$ cat src/rtl/cpu_types_pkg.sv
// Shared types for the fetch stage: word type, fetch FSM states, next-pc select.
package cpu_types_pkg;

  localparam int WORD_W = 32;
  localparam int PC_INC = 4;

  typedef logic [WORD_W-1:0] word_t;

  typedef enum logic [1:0] {RUN, PEND, HALTED} fetch_state_t;

  typedef enum logic [1:0] {PC_HOLD, PC_SEQ, PC_REDIR, PC_TGT} pc_sel_t;

endpackage

$ cat src/rtl/fetch_ctrl_fsm.sv
// Fetch control FSM: resolves halt > redirect > stall > advance and parks
// redirects that arrive while an imem access is still outstanding.
//
//   state  | meaning
//   RUN    | normal fetch; pc advances on each unstalled hit
//   PEND   | redirect taken mid-access; waiting for ihit, then jump to tgt_q
//   HALTED | halt retired; imem idle until reset
module fetch_ctrl_fsm
  import cpu_types_pkg::*;
(
  input  logic    CLK,
  input  logic    RST,
  input  logic    ihit,
  input  logic    stall,
  input  logic    redirect,
  input  word_t   redir_pc,
  input  logic    halt,
  output pc_sel_t pc_sel,
  output word_t   tgt_q,
  output logic    ihit_if,
  output logic    flush_if,
  output logic    imemREN
);

  fetch_state_t state_q, state_d;
  word_t        tgt_d;

  always_ff @(posedge CLK) begin
    if (RST) begin
      state_q <= RUN;
      tgt_q   <= '0;
    end else begin
      state_q <= state_d;
      tgt_q   <= tgt_d;
    end
  end

  always_comb begin
    state_d  = state_q;
    tgt_d    = tgt_q;
    pc_sel   = PC_HOLD;
    ihit_if  = 1'b0;
    flush_if = 1'b0;
    imemREN  = 1'b1;
    case (state_q)
      RUN: begin
        ihit_if = ihit & (~stall | redirect);
        if (halt) begin
          state_d  = HALTED;
          flush_if = 1'b1;
        end else if (redirect) begin
          flush_if = 1'b1;
          if (ihit) begin
            pc_sel = PC_REDIR;
          end else begin
            tgt_d   = redir_pc;
            state_d = PEND;
          end
        end else if (!stall && ihit) begin
          pc_sel = PC_SEQ;
        end
      end
      PEND: begin
        // Whatever returns here is wrong-path, so every capture is a bubble.
        flush_if = 1'b1;
        ihit_if  = ihit;
        if (halt) begin
          state_d = HALTED;
        end else begin
          if (redirect) tgt_d = redir_pc;
          if (ihit) begin
            pc_sel  = redirect ? PC_REDIR : PC_TGT;
            state_d = RUN;
          end
        end
      end
      HALTED: begin
        imemREN  = 1'b0;
        flush_if = 1'b1;
      end
      default: state_d = RUN;
    endcase
  end

endmodule

$ cat src/rtl/fetch_unit.sv
// Instruction-fetch stage feeding the IF/ID latch; owns the PC and its adder.
// Optional FETCH_CNT_EN adds a counter of non-flushed IF/ID captures.
module fetch_unit #(
  parameter int                WORD_W   = 32,
  parameter logic [WORD_W-1:0] PC_RESET = 32'h0000_0000
) (
  input  logic              CLK,
  input  logic              RST,
  input  logic              ihit,
  input  logic [WORD_W-1:0] imemload,
  output logic              imemREN,
  output logic [WORD_W-1:0] imemaddr,
  input  logic              stall,
  input  logic              redirect,
  input  logic [WORD_W-1:0] redirect_pc,
  input  logic              halt,
  output logic [WORD_W-1:0] imemload_if,
  output logic [WORD_W-1:0] pcp4_if,
  output logic              ihit_if,
  output logic              flush_if
`ifdef FETCH_CNT_EN
  ,
  output logic [31:0]       fetch_count
`endif
);

  import cpu_types_pkg::*;

  logic [WORD_W-1:0] pc_q, pc_d, pcp4, redir_pc, tgt_q;
  pc_sel_t           pc_sel;

  assign redir_pc    = {redirect_pc[WORD_W-1:2], 2'b00};
  assign pcp4        = pc_q + WORD_W'(PC_INC);
  assign imemaddr    = pc_q;
  assign pcp4_if     = pcp4;
  assign imemload_if = imemload;

  fetch_ctrl_fsm u_ctrl (
    .CLK      (CLK),
    .RST      (RST),
    .ihit     (ihit),
    .stall    (stall),
    .redirect (redirect),
    .redir_pc (redir_pc),
    .halt     (halt),
    .pc_sel   (pc_sel),
    .tgt_q    (tgt_q),
    .ihit_if  (ihit_if),
    .flush_if (flush_if),
    .imemREN  (imemREN)
  );

  always_comb begin
    pc_d = pc_q;
    case (pc_sel)
      PC_SEQ:   pc_d = pcp4;
      PC_REDIR: pc_d = redir_pc;
      PC_TGT:   pc_d = tgt_q;
      default:  pc_d = pc_q;
    endcase
  end

  always_ff @(posedge CLK) begin
    if (RST) pc_q <= PC_RESET;
    else     pc_q <= pc_d;
  end

`ifdef FETCH_CNT_EN
  logic [31:0] cnt_q;

  always_ff @(posedge CLK) begin
    if (RST)                        cnt_q <= '0;
    else if (ihit_if && !flush_if) cnt_q <= cnt_q + 32'd1;
  end

  assign fetch_count = cnt_q;
`endif

endmodule

$ cat config.mk
export PLATFORM = sky130hd
export DESIGN_NAME = fetch_unit
export DESIGN_NICKNAME = d
export VERILOG_FILES = /design/src/rtl/cpu_types_pkg.sv /design/src/rtl/fetch_ctrl_fsm.sv /design/src/rtl/fetch_unit.sv
export SDC_FILE = /design/constraint.sdc
export NUM_CORES = 1
export LEC_CHECK = 0
export BUFFER_PORTS_ARGS = -buffer_cell sky130_fd_sc_hd__buf_2
export CORE_MARGIN = 1
export CORE_UTILIZATION = 50
export CTS_BUF_LIST = sky130_fd_sc_hd__clkbuf_8
export DETAILED_ROUTE_END_ITERATION = 16
export PLACE_DENSITY_LB_ADDON = 0.12
export SLEW_MARGIN = 10
export SYNTH_ARGS = -nofsm -noshare
export SYNTH_HDL_FRONTEND = slang
export SYNTH_SLANG_ARGS = --single-unit
$ cat constraint.sdc
create_clock -name CLK -period 2.6 [get_ports CLK]
set_clock_uncertainty 0.1 [all_clocks]
set_input_delay 0.13 -clock CLK [delete_from_list [all_inputs] [get_ports CLK]]
set_output_delay 0.13 -clock CLK [all_outputs]
set_load 0.02 [all_outputs]
==> impl_results.md <==
* Status: completed
* Remaining antenna violation count after routing at 0
* Worst Path Required at 2.37 ns
* CP Data Arrival Time at 2.24 ns
* Die H at 91.2 um
* CTS max path bufs at 2
* Antenna diodes at 0
* Vias in the first global route at 3564
* Worst Path Buf+Inv at 1
* Final Non-Filler Cells at 689
* Minimum clock period at 2.47 ns
* FP Rows at 32
* RSZ-0062 raised after global routing: no
* Initial antenna violation count at 0
* Yosys cell types at 57
* Post-synth top area share at 31.2%
* Final GP Congestion at 0.835
* Tightest Pin Transition at 0.632 ns
* Reg2reg setup slack at 0.29 ns
* Main synth FF type: dfxtp_1
* Switching Fraction at 34.8%
* Post-Synthesis Cells at 494
* Clock sink count at 62
* Sequential fraction of the synthesis area at 31.2%
* Post-synth EDFFs at 0
* Period utilisation layout at 95.2%
* Max IR drop VDD at 325 uV
* Die W at 91.2 um
* Post-Syn Area at 3980 um2
* Logic pwr share at 26.5%
* Top cells by area, synth: dfxtp_1 (31%), buf_4 (7.9%), nand2_1 (7.1%)
* Pin count of the biggest net entering global routing at 42
* Vias per cell at 5.69
* Synth warn at 0
* Setup Fix Bufs, Post-CTS at 0
* CTS clk-pin slew, worst paths at 0.07 ns
* # DRC at 0
* Nets at 657
* Core Footprint at 7730 um2
* Pwr dens at 555 nW/um2
* Critical path cell sequence: and4_1 > nand3_4 > nor4_4 > xnor2_1 > buf_2
* Int Pwr at 0.00174 W
* Fin area at 4810 um2
* Share of cells above drive strength 1 at 25.7%
* Hold depth at 3
* R2r worst-path depth at 7
* Area after DPL at 4300 um2
* Final setup fails at 0
* Placed Cells incl. Taps at 643
* Starting DRT DRC Count at 221
* I/O pin cnt at 169
* H-tree levels at 3
* Max stage delay cell, worst path: dfxtp_1
* Max-cap viol count at 0
* First-pass GRT wire length at 17900 um
* CTS buffer count at 9
* Wire per inst at 16.6 um
* Vias at 3923
* Yosys reg bits at 62
* HPWL Detailed at 7990 um
* Reg power frac at 41.4%
* Worst R2R Start: u_ctrl.state_q[0]$_SDFFE_PP0P_
* I/O Buffers at 98
* Final wirelength at 11400 um
* Layout area overhead at 20.9%
* CP max stage delay at 0.50 ns
* Leakage at 2.08 nW
* DIE AREA at 8310 um2
* Skew-Pair Late Insertion Delay at 0.35 ns
* Syn avg cell area at 8.05 um2
* Critical Path Start Type: register
* P_sw at 0.000929 W
* CP startpoint: imemaddr[13]$_SDFFE_PP0P_
* Slew Viols, Final at 0
* Grt total ovfl at 0
* Clock power frac at 32.1%
* Top-count cell post-synth: nand2_1
* Critical path type: register to output pin
* Slew HR at 57.5%
* Length of the first detailed-routing pass in iterations at 7
* Setup crit end kind: output pin
* CTS tree: built
* Starting Density at 51.5%
* Setup_tns at 0 ns
* CP delay by family, top: simple AND/OR/NAND/NOR gates
* Fmax at 404 MHz
* Async SR Flop Fraction at 0%
* Max FO, Critical Path at 10
* Final hold slack at 0.0452 ns
* Crit Reg-Reg Endpoint: imemaddr[26]$_SDFFE_PP0P_
* Hold Crit Class: primary input to register
* CP Capture Point: pcp4_if[25]
* Hold Vio Cnt, Final at 0
* Critical path depth at 5
* Fill cells at 720
* Post-synth top area cell: dfxtp_1
* Clock root buffer: clkbuf_8
* All-Layer GR Usage at 27.2%
* Post-synth top cells: nand2_1 (75), dfxtp_1 (62), a21oi_1 (56)
==> worst register-to-register path, cell delays in order, from the launching register on <==
cell	delay, ns
dfxtp_1	0.34
inv_1	0.09
ha_1	0.33
nand2b_2	0.16
a211o_1	0.51
o221a_2	0.33
o21a_1	0.17
o22a_1	0.16
==> cells by family after synthesis <==
family / after synthesis / synth area share [%]
buffers and inverters: 86 / 12.5
DFF: 62 / 31.2
xor gates and xnor gates: 29 / 6.39
muxes: 7 / 1.76
AOI/OAI and AO/OA: 130 / 22.5
and+or+nand+nor: 174 / 24.0
adders and majority gates: 5 / 1.57
other: 1 / 0.0943
==> power by group through the flow <==
| stage | logic [W] | clock network (W) | registers (W) |
|---|---|---|---|
| 3_3_place_gp | 0.000658 | 0 | 0.00112 |
| 4_1_cts | 0.000705 | 0.000871 | 0.00110 |
| 3_5_place_dp | 0.000668 | 0 | 0.00112 |
| 5_1_grt | 0.000757 | 0.000915 | 0.00112 |
| 6_report | 0.000708 | 0.000857 | 0.00110 |
| 2_1_floorplan | 0.000469 | 0 | 0.00116 |
==> through the flow <==
stage | util (%) | total power [W] | worst slack (ns)
2_1_floorplan | - | 0.00163 | 0.512
3_3_place_gp | 55.6 | 0.00178 | 0.347
3_5_place_dp | 55.6 | 0.00179 | 0.306
4_1_cts | 62.1 | 0.00268 | 0.0794
5_1_grt | 62.2 | 0.00279 | 0.0121
6_report | 62.2 | 0.00267 | 0.125
==> cell usage in the layout, fill, tap and decap left out, types with 5 or more instances in the layout <==
cell           Yosys  routed
o221ai_1          14      14
a2bb2oi_1          5       5
nand4_1            5       5
clkbuf_8           0       9
inv_1             17      17
nor2_1            24      24
dfxtp_1           62      62
a21oi_1           56      56
nand2_1           75      75
buf_4             42      14
nor4_1             6       6
dlygate4sd3_1      0      30
a311oi_1           5       5
and3_1            13      12
nand3_1           15      15
xor2_1             8       8
o21ai_1            9       9
o22ai_1            5       5
mux2i_1            7       7
buf_2             13      98
ha_1               5       5
o21ai_0            5       5
xnor2_1           21      21
and4_1             7       7
==> flip-flops by register name, indices dropped and copies added (netlist names) <==
register	cells
u_ctrl.state_q	2
u_ctrl.tgt_q	30
imemaddr	30
==> layer usage <==
metal / part of all wire (%) / track usage [%] / vias up
met3: 6.2 / 5.78 / 32
li1: - / - / 1903
met4: 1.8 / 9.26 / 0
met2: 47 / 43.3 / 151
met1: 45 / 36.3 / 1837
met5: 0 / 0 / -
==> layout make-up <==
| type | count | area (um2) | share of cell area, % |
|---|---|---|---|
| Inverter | 17 | 63.8 | 1.33 |
| Timing Repair Buffer | 143 | 916 | 19.1 |
| Clock buffer | 9 | 124 | 2.58 |
| Sequential cell | 62 | 1240 | 25.8 |
| Clock inverter | 7 | 75.1 | 1.56 |
| Tap cell | 102 | 128 | 2.65 |
| Multi-Input combinational cell | 349 | 2260 | 47.0 |
==> worst min path at each step <==
stage	start	to	slack (ns)
5_1_grt	halt	u_ctrl.state_q[0]$_SDFFE_PP0P_	0.05
6_report	halt	u_ctrl.state_q[0]$_SDFFE_PP0P_	0.05
3_3_place_gp	imemload[26]	imemload_if[26]	0.16
2_1_floorplan	redirect_pc[17]	u_ctrl.tgt_q[17]$_SDFFE_PP0P_	0.17
4_1_cts	halt	u_ctrl.state_q[0]$_SDFFE_PP0P_	0.03
3_5_place_dp	imemload[26]	imemload_if[26]	0.16
==> repair_timing <==
action | in CTS | in global routing
gates resized for setup | 0 | 2
hold buffers | 30 | 0
endpoints found under the hold margin | 31 | 0
setup endpoints to repair | 0 | 4
Power figures use the tool's default switching activity.
